**config.mk**
```make
export PLATFORM = sky130hd
export DESIGN_NAME = spike_rate_encoder
export DESIGN_NICKNAME = d
export VERILOG_FILES = /design/src/rtl/snn_pkg.sv /design/src/rtl/spike_lfsr16.sv /design/src/rtl/spike_rate_encoder.sv
export SDC_FILE = /design/constraint.sdc
export NUM_CORES = 1
export LEC_CHECK = 0
export ABC_AREA = 0
export BUFFER_PORTS_ARGS = -buffer_cell sky130_fd_sc_hd__clkbuf_2
export CAP_MARGIN = 15
export CORE_UTILIZATION = 45
export DETAILED_ROUTE_END_ITERATION = 12
export GPL_ROUTABILITY_DRIVEN = 1
export GPL_TIMING_DRIVEN = 0
export PLACE_DENSITY = 0.68
export SYNTH_ARGS = -nofsm -noshare
export SYNTH_HDL_FRONTEND = slang
export SYNTH_HIERARCHICAL = 1
export SYNTH_SLANG_ARGS = --single-unit
```
**constraint.sdc**
```tcl
create_clock -name clk -period 2.4 [get_ports clk]
set_clock_uncertainty 0.1 [all_clocks]
set_input_delay 0.48 -clock clk [delete_from_list [all_inputs] [get_ports clk]]
set_output_delay 0.48 -clock clk [all_outputs]
set_load 0.02 [all_outputs]
```
**src/rtl/snn_pkg.sv**
```systemverilog
// Shared definitions for the SNN input stage: encoder FSM states, default
// geometry constants and the Galois LFSR used by the stochastic encoder.
package snn_pkg;

   typedef enum logic [1:0] {
      IDLE = 2'd0,
      RUN  = 2'd1,
      DONE = 2'd2
   } enc_state_t;

   localparam int DEF_NUM_CHANNELS = 8;
   localparam int DEF_PIX_W        = 8;
   localparam int DEF_STEP_W       = 8;

   localparam logic [15:0] LFSR_TAPS = 16'hB400;

   // Right-shifting Galois step: the bit shifted out folds the taps back in.
   function automatic logic [15:0] lfsr_next(input logic [15:0] s);
      lfsr_next = s[0] ? ((s >> 1) ^ LFSR_TAPS) : (s >> 1);
   endfunction

endpackage

```
**src/rtl/spike_lfsr16.sv**
```systemverilog
// 16-bit Galois LFSR with synchronous reload to its seed; one per channel
// in the stochastic encoder build.
module spike_lfsr16
   import snn_pkg::*;
#(
   parameter logic [15:0] SEED = 16'hACE1
) (
   input  logic        clk,
   input  logic        reset_n,
   input  logic        load,
   input  logic        enable,
   output logic [15:0] lfsr_state
);

   always_ff @(posedge clk or negedge reset_n) begin
      if (!reset_n) begin
         lfsr_state <= SEED;
      end else if (load) begin
         lfsr_state <= SEED;
      end else if (enable) begin
         lfsr_state <= lfsr_next(lfsr_state);
      end
   end

endmodule

```
**src/rtl/spike_rate_encoder.sv**
```systemverilog
// Rate-coding spike source for the first neuron layer. Deterministic
// accumulator mode by default; define ENCODER_LFSR_EN for stochastic mode.
module spike_rate_encoder
   import snn_pkg::*;
#(
   parameter int          NUM_CHANNELS = DEF_NUM_CHANNELS,
   parameter int          PIX_W        = DEF_PIX_W,
   parameter int          STEP_W       = DEF_STEP_W,
   parameter logic [15:0] LFSR_SEED    = 16'hACE1
) (
   input  logic                          clk,
   input  logic                          reset_n,
   input  logic                          pix_valid,
   output logic                          pix_ready,
   input  logic [NUM_CHANNELS*PIX_W-1:0] pix_data,
   input  logic [STEP_W-1:0]             num_steps,
   input  logic                          step_en,
   output logic [NUM_CHANNELS-1:0]       spike_out,
   output logic                          spike_valid,
   output logic                          busy,
   output logic                          done
);

   enc_state_t                    state, state_nxt;
   logic                          ready_en;
   logic [NUM_CHANNELS*PIX_W-1:0] pix_q;
   logic [STEP_W-1:0]             steps_left;
   logic [NUM_CHANNELS-1:0]       spike_q;
   logic [NUM_CHANNELS-1:0]       spike_calc;
   logic                          valid_q;
   logic                          accept;
   logic                          do_step;

   assign accept  = pix_valid && pix_ready;
   assign do_step = (state == RUN) && step_en && (steps_left != '0);

   // RUN lingers one cycle after the final step so done follows the last
   // spike_valid instead of coinciding with it.
   always_comb begin
      state_nxt = state;
      case (state)
         IDLE: begin
            if (accept) begin
               state_nxt = (num_steps == '0) ? DONE : RUN;
            end
         end
         RUN: begin
            if (steps_left == '0) begin
               state_nxt = DONE;
            end
         end
         DONE:    state_nxt = IDLE;
         default: state_nxt = IDLE;
      endcase
   end

   always_ff @(posedge clk or negedge reset_n) begin
      if (!reset_n) begin
         state      <= IDLE;
         ready_en   <= 1'b0;
         pix_q      <= '0;
         steps_left <= '0;
         spike_q    <= '0;
         valid_q    <= 1'b0;
      end else begin
         state    <= state_nxt;
         ready_en <= 1'b1;
         valid_q  <= do_step;
         spike_q  <= do_step ? spike_calc : '0;
         if (accept) begin
            pix_q      <= pix_data;
            steps_left <= num_steps;
         end else if (do_step) begin
            steps_left <= steps_left - 1'b1;
         end
      end
   end

   genvar i;
   generate
      for (i = 0; i < NUM_CHANNELS; i++) begin : g_chan
`ifdef ENCODER_LFSR_EN
         logic [15:0] lfsr_state;

         spike_lfsr16 #(
            .SEED(LFSR_SEED ^ (16'(i) << 8))
         ) u_lfsr (
            .clk       (clk),
            .reset_n   (reset_n),
            .load      (accept),
            .enable    (do_step),
            .lfsr_state(lfsr_state)
         );

         assign spike_calc[i] = pix_q[i*PIX_W +: PIX_W] > lfsr_state[15 -: PIX_W];
`else
         logic [PIX_W-1:0] acc;
         logic [PIX_W:0]   sum;

         // Carry out of the running sum is the spike; the remainder carries over.
         assign sum           = {1'b0, acc} + {1'b0, pix_q[i*PIX_W +: PIX_W]};
         assign spike_calc[i] = sum[PIX_W];

         always_ff @(posedge clk or negedge reset_n) begin
            if (!reset_n) begin
               acc <= '0;
            end else if (accept) begin
               acc <= '0;
            end else if (do_step) begin
               acc <= sum[PIX_W-1:0];
            end
         end
`endif
      end
   endgenerate

   assign pix_ready   = (state == IDLE) && ready_en;
   assign busy        = (state != IDLE);
   assign done        = (state == DONE);
   assign spike_valid = valid_q;
   assign spike_out   = valid_q ? spike_q : '0;

endmodule
```
==> summary.txt <==
GRT
  – Initial antenna violation count: 0
  – Global Route Usage Sum: 0.234
  – First-pass GRT wire length: ~33000 µm
  – Largest net degree at the start of global routing: 76
  – Number of global-route vias before repair: between 6000 and 7000
  – Gr ovfl total: 0

Timing
  – Period utilization: 0.941
  – Actual slew at the worst max-slew pin: a little over 0.7 ns
  – Fin Setup TNS: 0 ns
  – Slew margin rel.: 0.519
  – Fin crit period: 2.26 ns
  – Achievable frequency: approximately 440 MHz
  – Final Hold Vio Count: 0
  – Final Hold Slack: ~0.14 ns
  – RSZ-0062 raised after global routing: false
  – Final setup viols: 0
  – Setup WS post-layout: roughly 0.14 ns
  – Slew Viols, Final: 0

CTS
  – CTS tree: yes
  – Clock transition at path regs: 0.06 ns
  – Max Root-Sink Buffers: 2
  – CTS Sinks: approximately 150
  – CTS buffer count: 17
  – Clock latency at the later pin of the worst-skew pair: 0.43 ns
  – CTS H-Tree Depth: 4
  – Root Driver: clkbuf_16

Place
  – Hpwl dp: 13900 µm
  – GP Congestion: 0.829
  – Place WS: -0.0639 ns
  – IO buf count: a little under 90
  – Placed Area: approximately 8900 µm²
  – Inst Count DP: 1189

Worst setup path
  – CP arrival: around 2.5 ns
  – Worst Setup End Kind: flip-flop
  – Worst EP required: around 2.6 ns
  – Setup crit start kind: flip-flop
  – Worst setup startpoint: pix_q[0]$_DFFE_PN0N_
  – FF-to-FF path depth: 6
  – R2R setup slack: 0.14 ns
  – CP max FO: 3
  – Worst setup path endpoint: spike_q[0]$_DFF_PN0_
  – Reg-to-Reg Start: pix_q[0]$_DFFE_PN0N_
  – RR Endpoint: spike_q[0]$_DFF_PN0_
  – Critical path class: flip-flop to flip-flop

Floorplan
  – Die footprint: approximately 19000 µm²
  – Core Region: between 15000 and 20000 µm²
  – Die Y: between 100 and 150 µm
  – Starting density of the core: 0.466
  – Site row count: 48
  – Die W: approximately 140 µm
  – IO Pins: 88

Final layout
  – Fillcell total: roughly 1600
  – Antenna diode count: 0
  – Design Area, Final: 9600 µm²
  – Final net count: between 1000 and 1500
  – Area grow syn2layout: 17.4%
  – Final Non-Filler Cells: around 1200
  – Share of cells above drive strength 1: 0.159

Synth
  – Synth Register Bits: 148
  – Fraction of registers with async set/reset: 1.00
  – Yosys warns: 6
  – Post-synthesis instance area: 8170 µm²
  – Post-synth EDFFs: 0
  – Synth Area per Inst: just over 9 µm²
  – Syn Nets: 1026
  – Most used flip-flop cell after synthesis: dfrtp_1
  – Seq/Total Area, Yosys: 0.453
  – Netlist cell types: between 40 and 50
  – Post-Synthesis Cells: slightly below 900

Drt
  – Via count of the routed design: roughly 6800
  – # DRC: 0
  – Routed WL: 20000 µm
  – Via density: 5.55
  – Post-DRT Antenna Nets: 0
  – Avg WL per Cell: between 15 and 20 µm
  – Pre-antenna DRT Iters: 4
  – Iter 0 DRT Violations: 370

Worst hold path
  – Tightest Hold Check Type: primary input to flip-flop
  – Hold Crit Depth: 3

Flow run
  – Max-Cap Viols: 0

Outcome
  – Outcome: completed

Pwr
  – Max VDD drop: a little under 0.0007 V
  – Leakage power: slightly below 5 nW
  – Power Density: 1440 nW/µm²
worst min path at each step:
stage	from	endpoint	slack (ns)
final	pix_data[52]	pix_q[52]$_DFFE_PN0N_	0.14
after global routing	pix_data[52]	pix_q[52]$_DFFE_PN0N_	0.13
after CTS	pix_data[52]	pix_q[52]$_DFFE_PN0N_	0.13
after detailed placement	pix_q[6]$_DFFE_PN0N_	pix_q[6]$_DFFE_PN0N_	0.37
after global placement	pix_q[15]$_DFFE_PN0N_	pix_q[15]$_DFFE_PN0N_	0.37
after floorplan	reset_n	g_chan[0].acc[0]$_DFFE_PN0P_	0.08
metal layers:
| metal | track usage | vias to the layer above | wire (µm) |
|---|---|---|---|
| met2 | 0.369 | 158 | 9050 |
| met1 | 0.319 | 3276 | 9560 |
| met3 | 0.0478 | 33 | 908 |
| met5 | 0 | - | 0 |
| met4 | 0.0849 | 0 | 490 |
| li1 | - | 3331 | - |
cell usage after synthesis (all sizes together), types with 9 or more instances:
master  number  share of area
dfrtp      148           0.45
buf         26          0.017
ha          66           0.10
o31ai       16          0.015
nor2        40          0.018
o21ai       50          0.031
xnor2       16          0.017
a211oi      32          0.029
and3         9         0.0069
nand3       66          0.040
o31a        17          0.018
a21o        25          0.024
a21oi       24          0.015
nand2      235           0.11
o211ai      16          0.015
clkbuf      13         0.0060
and2         9         0.0069
critical path, stage by stage (launching register included):
cell	delay, ns
dfrtp_1	0.39
ha_1	0.25
fa_1	0.45
a211oi_1	0.31
o21ai_0	0.18
and3_1	0.21
o31a_1	0.25
area by class of cell:
| type | instances | area, µm² | share of cell area |
|---|---|---|---|
| tap | 225 | 282 | 0.0293 |
| clock buffer | 20 | 457 | 0.0476 |
| clock inverter | 12 | 178 | 0.0185 |
| multi-input combinational | 682 | 4260 | 0.443 |
| inverter | 7 | 26.3 | 0.00274 |
| buffer | 39 | 194 | 0.0202 |
| sequential | 148 | 3700 | 0.386 |
| timing repair buffer | 92 | 504 | 0.0525 |
what timing repair did:
| item | in CTS | in global routing |
|---|---|---|
| gates resized for setup | 3 | 2 |
| hold buffers | 1 | 0 |
| endpoints found under the setup margin | 26 | 44 |
| setup buffers | 0 | 3 |
| gates cloned | 0 | 0 |
| endpoints found under the hold margin | 52 | 0 |
cell families after synthesis:
family                     share of synthesized area
AOI/OAI and AO/OA                              0.166
xor gates and xnor gates                      0.0257
adders and majority gates                      0.121
buffers and inverters                         0.0263
DFF                                            0.453
muxes                                        0.00673
other                                       0.000459
and+or+nand+nor                                0.201
stage by stage:
stage	power (mW)	util
2_1_floorplan	9.37	-
3_3_place_gp	10.7	0.507
3_5_place_dp	10.9	0.509
4_1_cts	13.8	0.546
5_1_grt	15.1	0.547
6_report	13.8	0.547
sequential cells by signal, summed over array words and instances, names as in the netlist:
| register | count |
|---|---|
| pix_q | 64 |
| spike_q | 8 |
| ready_en | 1 |
| steps_left | 8 |
| spike_valid | 1 |
| g_chan.acc | 64 |
| state | 2 |
cell usage in the layout (no fill, tap or decap), types with 8 or more instances in the layout:
master	count
and2_1	9
a211oi_1	32
nand3_1	66
dfrtp_1	148
or2_2	8
xnor2_1	16
xor2_1	8
buf_1	8
a21oi_1	24
o311ai_0	8
clkbuf_16	17
clkbuf_1	11
and3_1	9
buf_2	11
o31a_1	17
nand2_1	235
a21o_1	24
clkbuf_2	89
o21ai_0	24
o31ai_1	16
buf_4	9
ha_1	66
fa_1	8
o211ai_1	16
nor2_1	40
o21ai_1	26
power breakdown:
group	switching, mW	internal [mW]	total (mW)
clock network	1.06	1.79	2.85
registers	0.869	3.67	4.54
logic	3.56	2.86	6.42
Note: power is estimated with default switching activity, not from simulation.
